### src/rtl/lc3b_types.sv
// rtl/lc3b_types.sv - shared LC-3b word, opcode, control word and memory-stage state types
package lc3b_types;

  typedef logic [15:0] lc3b_word;
  typedef logic [2:0]  lc3b_reg;

  typedef enum logic [3:0] {
    op_br   = 4'b0000,
    op_add  = 4'b0001,
    op_ldb  = 4'b0010,
    op_stb  = 4'b0011,
    op_jsr  = 4'b0100,
    op_and  = 4'b0101,
    op_ldr  = 4'b0110,
    op_str  = 4'b0111,
    op_rti  = 4'b1000,
    op_not  = 4'b1001,
    op_ldi  = 4'b1010,
    op_sti  = 4'b1011,
    op_jmp  = 4'b1100,
    op_shf  = 4'b1101,
    op_lea  = 4'b1110,
    op_trap = 4'b1111
  } lc3b_opcode;

  typedef struct packed {
    lc3b_opcode opcode;
    logic       load_regfile;
    logic       mem_read;
    logic       mem_write;
    logic       mem_indirect;
    logic       byte_access;
  } ctrl_struct;

  typedef enum logic {
    IDLE     = 1'b0,
    INDIRECT = 1'b1
  } lc3b_mem_state;

endpackage

### src/rtl/mem_byte_align.sv
// rtl/mem_byte_align.sv - byte lane selection, store replication, byte enables and LDB sign extension
import lc3b_types::*;

module mem_byte_align (
  input  lc3b_word   addr,
  input  logic       byte_access,
  input  lc3b_word   sr,
  input  lc3b_word   rdata,
  output lc3b_word   mem_addr,
  output logic [1:0] byte_enable,
  output lc3b_word   wdata,
  output lc3b_word   load_data
);

  logic [7:0] lane;

  always_comb begin
    lane        = 8'h00;
    mem_addr    = {addr[15:1], 1'b0};
    byte_enable = 2'b11;
    wdata       = sr;
    load_data   = rdata;
    if (byte_access) begin
      // Byte accesses keep the full address; bit 0 picks the high or low lane.
      mem_addr    = addr;
      byte_enable = addr[0] ? 2'b10 : 2'b01;
      wdata       = {sr[7:0], sr[7:0]};
      lane        = addr[0] ? rdata[15:8] : rdata[7:0];
      load_data   = {{8{lane[7]}}, lane};
    end
  end

endmodule

### src/rtl/mem_stage.sv
// rtl/mem_stage.sv - LC-3b memory stage with MEM/WB register; LDI/STI indirection under MEM_STAGE_INDIRECT_EN
import lc3b_types::*;

module mem_stage (
  input  logic       clk,
  input  logic       reset,
  input  logic       in_valid,
  input  ctrl_struct in_ctrl,
  input  lc3b_word   in_alu,
  input  lc3b_word   in_sr,
  input  lc3b_word   in_pc,
  input  lc3b_reg    in_dest,
  output logic       stall,
  output lc3b_word   dmem_address,
  output logic       dmem_read,
  output logic       dmem_write,
  output logic [1:0] dmem_byte_enable,
  output lc3b_word   dmem_wdata,
  input  logic       dmem_resp,
  input  lc3b_word   dmem_rdata,
  output logic       out_valid,
  output ctrl_struct out_ctrl,
  output lc3b_word   out_data,
  output lc3b_word   out_pc,
  output lc3b_reg    out_dest
);

  logic       mem_op;
  logic       final_access;
  logic       complete;
  lc3b_word   access_addr;
  logic       access_byte;
  logic       access_rd;
  logic       access_wr;
  lc3b_word   aligned_addr;
  lc3b_word   aligned_wdata;
  lc3b_word   load_data;
  logic [1:0] aligned_be;

`ifdef MEM_STAGE_INDIRECT_EN
  lc3b_mem_state state_q, state_d;
  lc3b_word      ptr_q, ptr_d;
`endif

  logic       out_valid_q, out_valid_d;
  ctrl_struct out_ctrl_q, out_ctrl_d;
  lc3b_word   out_data_q, out_data_d;
  lc3b_word   out_pc_q, out_pc_d;
  lc3b_reg    out_dest_q, out_dest_d;

  assign mem_op = in_valid & (in_ctrl.mem_read | in_ctrl.mem_write);

  always_comb begin
    access_addr  = in_alu;
    access_byte  = in_ctrl.byte_access;
    access_rd    = in_ctrl.mem_read;
    access_wr    = in_ctrl.mem_write;
    final_access = 1'b1;
`ifdef MEM_STAGE_INDIRECT_EN
    state_d = state_q;
    ptr_d   = ptr_q;
    if (state_q == INDIRECT) begin
      access_addr = ptr_q;
      access_byte = 1'b0;
    end else if (in_ctrl.mem_indirect) begin
      // Pointer fetch: always a word read, whatever the final direction is.
      access_rd    = 1'b1;
      access_wr    = 1'b0;
      access_byte  = 1'b0;
      final_access = 1'b0;
    end
    if (!mem_op) begin
      state_d = IDLE;
    end else if (dmem_resp) begin
      if (final_access) begin
        state_d = IDLE;
      end else begin
        ptr_d   = dmem_rdata;
        state_d = INDIRECT;
      end
    end
`endif
  end

  mem_byte_align u_align (
    .addr        (access_addr),
    .byte_access (access_byte),
    .sr          (in_sr),
    .rdata       (dmem_rdata),
    .mem_addr    (aligned_addr),
    .byte_enable (aligned_be),
    .wdata       (aligned_wdata),
    .load_data   (load_data)
  );

  always_comb begin
    dmem_address     = '0;
    dmem_read        = 1'b0;
    dmem_write       = 1'b0;
    dmem_byte_enable = 2'b00;
    dmem_wdata       = '0;
    if (mem_op && !reset) begin
      dmem_address     = aligned_addr;
      dmem_read        = access_rd;
      dmem_write       = access_wr;
      dmem_byte_enable = aligned_be;
      dmem_wdata       = aligned_wdata;
    end
  end

  assign stall    = mem_op & ~reset & ~(final_access & dmem_resp);
  assign complete = in_valid & (~mem_op | (final_access & dmem_resp));

  // A stalled or absent instruction writes a bubble; payload fields hold.
  always_comb begin
    out_valid_d = complete;
    out_ctrl_d  = out_ctrl_q;
    out_data_d  = out_data_q;
    out_pc_d    = out_pc_q;
    out_dest_d  = out_dest_q;
    if (complete) begin
      out_ctrl_d = in_ctrl;
      out_data_d = in_ctrl.mem_read ? load_data : in_alu;
      out_pc_d   = in_pc;
      out_dest_d = in_dest;
    end
  end

  always_ff @(posedge clk or posedge reset) begin
    if (reset) begin
      out_valid_q <= 1'b0;
      out_ctrl_q  <= '0;
      out_data_q  <= '0;
      out_pc_q    <= '0;
      out_dest_q  <= '0;
    end else begin
      out_valid_q <= out_valid_d;
      out_ctrl_q  <= out_ctrl_d;
      out_data_q  <= out_data_d;
      out_pc_q    <= out_pc_d;
      out_dest_q  <= out_dest_d;
    end
  end

`ifdef MEM_STAGE_INDIRECT_EN
  always_ff @(posedge clk or posedge reset) begin
    if (reset) begin
      state_q <= IDLE;
      ptr_q   <= '0;
    end else begin
      state_q <= state_d;
      ptr_q   <= ptr_d;
    end
  end
`endif

  assign out_valid = out_valid_q;
  assign out_ctrl  = out_ctrl_q;
  assign out_data  = out_data_q;
  assign out_pc    = out_pc_q;
  assign out_dest  = out_dest_q;

endmodule

### config.mk
export PLATFORM = sky130hd
export DESIGN_NAME = mem_stage
export DESIGN_NICKNAME = d
export VERILOG_FILES = /design/src/rtl/lc3b_types.sv /design/src/rtl/mem_byte_align.sv /design/src/rtl/mem_stage.sv
export SDC_FILE = /design/constraint.sdc
export NUM_CORES = 1
export LEC_CHECK = 0
export ABC_AREA = 1
export CAP_MARGIN = 25
export CORE_MARGIN = 3
export CORE_UTILIZATION = 36
export CTS_CLUSTER_SIZE = 25
export DETAILED_ROUTE_END_ITERATION = 10
export PLACE_DENSITY = 0.87
export SYNTH_ARGS = -nofsm -noshare
export SYNTH_HDL_FRONTEND = slang
export SYNTH_SLANG_ARGS = --single-unit
### constraint.sdc
create_clock -name clk -period 2.9 [get_ports clk]
set_input_delay 0.29 -clock clk [delete_from_list [all_inputs] [get_ports clk]]
set_output_delay 0.29 -clock clk [all_outputs]
set_load 0.005 [all_outputs]
==> results of run 1 <==
-- Yosys cell counts, drive strengths merged --
master  instances  area share [%]
buf            18             4.7
a21oi          17             3.5
nand2         179              28
clkbuf          1            0.15
nand3          27             5.5
o21ai           3            0.62
dfrtp          45              46
inv            44             6.8
nor2           31             5.1
-- where the power goes --
group / leakage (uW) / internal, uW / total, uW / switching, uW
logic: 0.00152 / 332 / 558 / 225
clock network: 0.0000399 / 159 / 348 / 189
registers: 0.000555 / 712 / 757 / 45.0
total: 0.00212 / 1200 / 1660 / 459
-- worst max-delay path, cell delays in order --
cell                              delay [ns]
sky130_fd_sc_hd__clkdlybuf4s50_1        0.45
sky130_fd_sc_hd__inv_1                  0.42
sky130_fd_sc_hd__nand2_1                0.12
sky130_fd_sc_hd__a21oi_1                0.17
sky130_fd_sc_hd__clkdlybuf4s50_1        0.52
-- cells by family after synthesis --
kind of cell / after synthesis
AND/OR/NAND/NOR: 237
buffers and inverters: 63
flip-flops: 45
AO/OA/AOI/OAI: 20
-- worst min-delay path by stage --
stage             endpoint  slack (ns)         from
2_1_floorplan  out_ctrl[1]        0.41   in_ctrl[1]
3_3_place_gp     out_pc[2]        0.45    out_pc[2]
3_5_place_dp   out_dest[1]        0.46  out_dest[1]
4_1_cts          out_pc[2]        0.48    out_pc[2]
5_1_grt          out_pc[0]        0.49    out_pc[0]
6_report       out_dest[1]        0.47  out_dest[1]
-- metal layers --
layer	GRT usage (%)	vias to the layer above	wire length [um]
li1	-	1404	-
met2	37.5	119	4060
met5	0	-	0
met1	22.9	1227	3130
met4	7.97	0	123
met3	8.66	11	789
-- layout make-up --
type	count	area share, %
Clock buffer	5	1.65
Clock inverter	1	0.120
Sequential cell	45	27.0
Timing Repair Buffer	169	40.1
Inverter	44	3.97
Tap cell	77	2.31
Multi-Input combinational cell	257	24.8
-- sequential cells by signal (all words and copies together) (netlist names) --
| register | cells |
|---|---|
| out_ctrl | 9 |
| out_data | 16 |
| out_dest | 3 |
| out_pc | 16 |
| out_valid | 1 |
-- metrics by stage --
step | std cells | instance area (sq um) | total power [uW] | utilization (%) | setup WS (ns)
final | 598 | 4160 | 1660 | 64.5 | 0.635
after global routing | 598 | 4160 | 1780 | 64.5 | 0.536
after detailed placement | 592 | 4090 | 1330 | 63.3 | 0.661
after CTS | 598 | 4160 | 1690 | 64.5 | 0.662
after floorplan | 365 | 2440 | 960 | - | 0.574
after global placement | 592 | 4090 | 1320 | 63.3 | 0.743
==> impl_metrics.toml, run 1 <==
[yosys]
synth_fp_nets = 445
syn_area_per_cell_sq_um = 6.68
yosys.area_share.simple_pct = 38.2
yosysUniqueCellTypes = 13
synth_top_family_by_area = "simple AND/OR/NAND/NOR gates"
post_synth_mux_area_share_pct = 0
cell_count_after_synthesis = 365
synth_xor_xnor_area_share_pct = 0
yosys_register_bits = 45
synth.cell_area_sq_um = 2440
synth_compound_area_share_pct = 4.10
seq_area_frac_synth_pct = 46.2
synth_fa_ha_area_share_pct = 0
synthesis.yosys.warnings = 0

[worst_setup_path]
crit-reg2reg-launch = "out_ctrl[0]"
number_of_cells_traversed_by_the_worst_register_to_register_path = 2
timing_worst_setup_path_type = "primary input to output pin"
startpoint_type = "primary input"
crit_path_start = "in_ctrl[0]"
timing.critical_path.required_ns = 2.61
ff2ff_setup_slack_ns = 2.22
cp_data_arrival_time_ns = 1.97
worst_setup_path_endpoint = "dmem_wdata[8]"
critical_path_sink_type = "output pin"
timing.rr.end = "out_ctrl[0]"
critPathMaxFanout = 16

[sta]
finalMaxSlewViolations = 0
setup_total_negative_slack_ns = 0
tightestPinTransition_ns = 0.737
report.final.hold_viol_count = 0
fin_worst_skew_ns = 0
fin_worst_hold_slack_ns = 0.472
final_period_minus_worst_setup_slack_ns = 2.26
max_slew_margin_pct = 50.8
setup_repair_after_global_routing_missed_its_margin = "false"
fmax_mhz = 442
setup_viol_count_final = 0
final.period_utilization_pct = 78.1

[cts]
cts.htree.levels = 2
postCtsSetupBuffers = 0
cts.root.buffer_cell = "sky130_fd_sc_hd__clkbuf_8"
clk_pin_slew_worst_paths_ns = 0.07
clock_tree_from_tritoncts = "yes"
tritoncts.num_buffers = 5
clk_latency_ns = 0.28
cts_max_path_buffers = 2
clock_sink_count = 45
cts_hold_repair.buffers = 0
cts_repair_resize_count = 0

[detailed_routing]
drt_first_pass_iters = 4
routed-via-count = 2761
drc_errors = 0
detail_route.iter0.violations = 79
drt-vias-per-instance = 4.62
drt-total-wl_um = 8100
postRouteAntennaNets = 0
drt-wirelength-per-cell_um = 13.6

[floorplanning]
design.portCount = 162
dieWidth_um = 88.3
die_h_um = 88.3
num_rows = 29
core_area_sq_um = 6460
initial_utilization_pct = 37.8
design.die.area_sq_um = 7800

[pwr]
power_density_nw_per_um2 = 399
max-vdd-ir-drop_uv = 217
power.static_leakage_uw = 0.00212

[global_route]
grt_start_max_net_pins = 48
grt_antenna_before_repair = 0
grt_first_pass_wirelength_um = 13000
grt.total_usage_pct = 21.3
first_global_vias = 2840
grt.overflow.total = 0

[cells_and_area]
final_net_count = 602
layout.cells.most_common = "sky130_fd_sc_hd__nand2_1"
total_of_fill_cells_in_the_finished_design = 568
combined_flip_flop_and_latch_cell_area_sq_um = 1130
multi_input_comb_area_sq_um = 1030
diodes = 0
final_cell_mix = "sky130_fd_sc_hd__nand2_1 (179), sky130_fd_sc_hd__clkdlybuf4s50_1 (161), sky130_fd_sc_hd__dfrtp_1 (45)"
areaGrowthSynthToFinish_pct = 70.7
layout-drive-gt1-share_pct = 3.45

[hold_path]
min_path_cells = 2
holdCritPathClass = "flop to flop"

[placement]
finalWeightedCongestion = 0.936
detailed_place_hpwl_um = 6210
io_buffer_count = 161

[run_status]
status = "complete, no violations"

[flow_run]
max_cap_violations = 0
Power figures use the tool's default switching activity.
==> run 2: changes to the inputs <==
clock period = 2.1 ns   (was 2.9 ns; I/O delays follow)
==> impl_metrics.toml, run 2 (synthesized netlist as in run 1, its figures left out) <==
[run_status]
status = "complete, no violations"

[detailed_routing]
drt-total-wl_um = 7850
detail_route.iter0.violations = 69
drc_errors = 0
postRouteAntennaNets = 0
drt-vias-per-instance = 4.58
drt_first_pass_iters = 4
routed-via-count = 2782
drt-wirelength-per-cell_um = 12.9

[sta]
fin_worst_skew_ns = 0
fmax_mhz = 506
setup_viol_count_final = 0
setup_total_negative_slack_ns = 0
tightestPinTransition_ns = 0.548
setup_repair_after_global_routing_missed_its_margin = "false"
final_period_minus_worst_setup_slack_ns = 1.98
finalMaxSlewViolations = 0
final.period_utilization_pct = 94.2
report.final.hold_viol_count = 0
max_slew_margin_pct = 63.5

[placement]
io_buffer_count = 161
finalWeightedCongestion = 0.927
detailed_place_hpwl_um = 6150
dpl-instance-area_sq_um = 4170

[cts]
cts_hold_repair.buffers = 0
clk_pin_slew_worst_paths_ns = 0.08
cts.root.buffer_cell = "sky130_fd_sc_hd__clkbuf_8"
postCtsSetupBuffers = 0
tritoncts.num_buffers = 5
cts_max_path_buffers = 2
cts.htree.levels = 2
clk_latency_ns = 0.29
clock_sink_count = 45
clock_tree_from_tritoncts = "yes"

[pwr]
design_power_total_uw = 2380
power_density_nw_per_um2 = 556
max-vdd-ir-drop_uv = 268
power.static_leakage_uw = 0.00222

[hold_path]
holdCritPathClass = "primary input to flop"

[floorplanning]
design.die.area_sq_um = 7800
dieWidth_um = 88.3
core_area_sq_um = 6460
initial_utilization_pct = 37.8
num_rows = 29
design.portCount = 162
die_h_um = 88.3

[worst_setup_path]
crit_cells = 7
critical-path-top-delay-family = "buffers and inverters"
critPathMaxFanout = 37
timing.critical_path.required_ns = 1.89
cp_data_arrival_time_ns = 1.77
worst_setup_path_endpoint = "dmem_address[0]"
timing_worst_setup_path_type = "primary input to output pin"
critical_path_buf_inv_count = 3
ff2ff_setup_slack_ns = 1.45
crit-reg2reg-launch = "out_data[5]"
cp_slowest_cell = "sky130_fd_sc_hd__clkdlybuf4s50_1"
critical_path_sink_type = "output pin"
timing.rr.end = "out_data[5]"
cp_cell_sequence = "clkdlybuf4s50_1 > nor2_1 > nor2_1 > nand2_1 > buf_12 > nor2_1 > clkdlybuf4s50_1"
startpoint_type = "primary input"
worst_path_most_repeated_cell = "sky130_fd_sc_hd__nor2_1"
crit_path_start = "in_ctrl[2]"
max_stage_delay_ns = 0.53
number_of_cells_traversed_by_the_worst_register_to_register_path = 2

[cells_and_area]
diodes = 0
layout-drive-gt1-share_pct = 5.09
layout.cells.most_common = "sky130_fd_sc_hd__nand2_1"
final_net_count = 609
utilization_pct = 66.2
final_cell_area_sq_um = 4280
final_cell_mix = "sky130_fd_sc_hd__nand2_1 (179), sky130_fd_sc_hd__clkdlybuf4s50_1 (158), sky130_fd_sc_hd__dfrtp_1 (45)"
areaGrowthSynthToFinish_pct = 75.2

[global_route]
grt_first_pass_wirelength_um = 12800
grt_start_max_net_pins = 46
grt.overflow.total = 0
grt_antenna_before_repair = 0
first_global_vias = 2813
grt.total_usage_pct = 20.9

[flow_run]
max_cap_violations = 0
==> run 2: stage by stage <==
step                      setup slack (ns)  cells  hold slack [ns]
after detailed placement            0.0877    599            0.458
after global placement               0.152    599            0.453
after floorplan                      0.299    365            0.225
final                                0.122    607            0.453
after CTS                           0.0916    607            0.445
after global routing               0.00786    607            0.449
==> run 2: cell type report <==
cell class | count | area [sq um]
clock buffers | 6 | 82.6
clock inverters | 2 | 13.8
fillers | 557 | 2180
inverters | 44 | 169
multi-input cells | 257 | 1030
flip-flops and latches | 45 | 1130
well taps | 77 | 96.3
repair buffers | 176 | 1760
==> run 2: report_power, final <==
part / switching, uW / internal [uW]
clock network: 279 / 267
registers: 63.9 / 983
logic: 312 / 474
==> run 2: worst min path at each step <==
stage	from	depth (start not counted)	to	slack, ns
2_1_floorplan	reset	1	out_ctrl[0]	0.22
3_3_place_gp	out_pc[15]	2	out_pc[15]	0.45
3_5_place_dp	out_pc[9]	2	out_pc[9]	0.46
4_1_cts	in_ctrl[1]	3	out_ctrl[1]	0.44
5_1_grt	in_ctrl[4]	3	out_ctrl[4]	0.45
6_report	in_pc[9]	3	out_pc[9]	0.45
==> run 2: repair_timing <==
item,in CTS,in global routing
gates resized for setup,0,3
endpoints found under the hold margin,0,0
endpoints found under the setup margin,0,3
==> run 2: per-layer routing <==
metal | wire length, um | share of wire (%) | global-route usage, %
met2 | 3870 | 49 | 36.2
met3 | 818 | 10 | 7.45
met5 | 0 | 0 | 0
met4 | 119 | 1.5 | 6.04
met1 | 3040 | 39 | 24.2
==> run 2: worst register-to-register path, delay by kind of cell (launching register included) <==
family | cells | cell delay, ns
flops | 1 | 0.40
simple gates | 2 | 0.13
==> run 3: changes to the inputs <==
ABC_CLOCK_PERIOD_IN_PS = 2100   (was not set)
==> results of run 3 <==
Same layout as run 2: the final DEF is identical, and so are final timing and power.
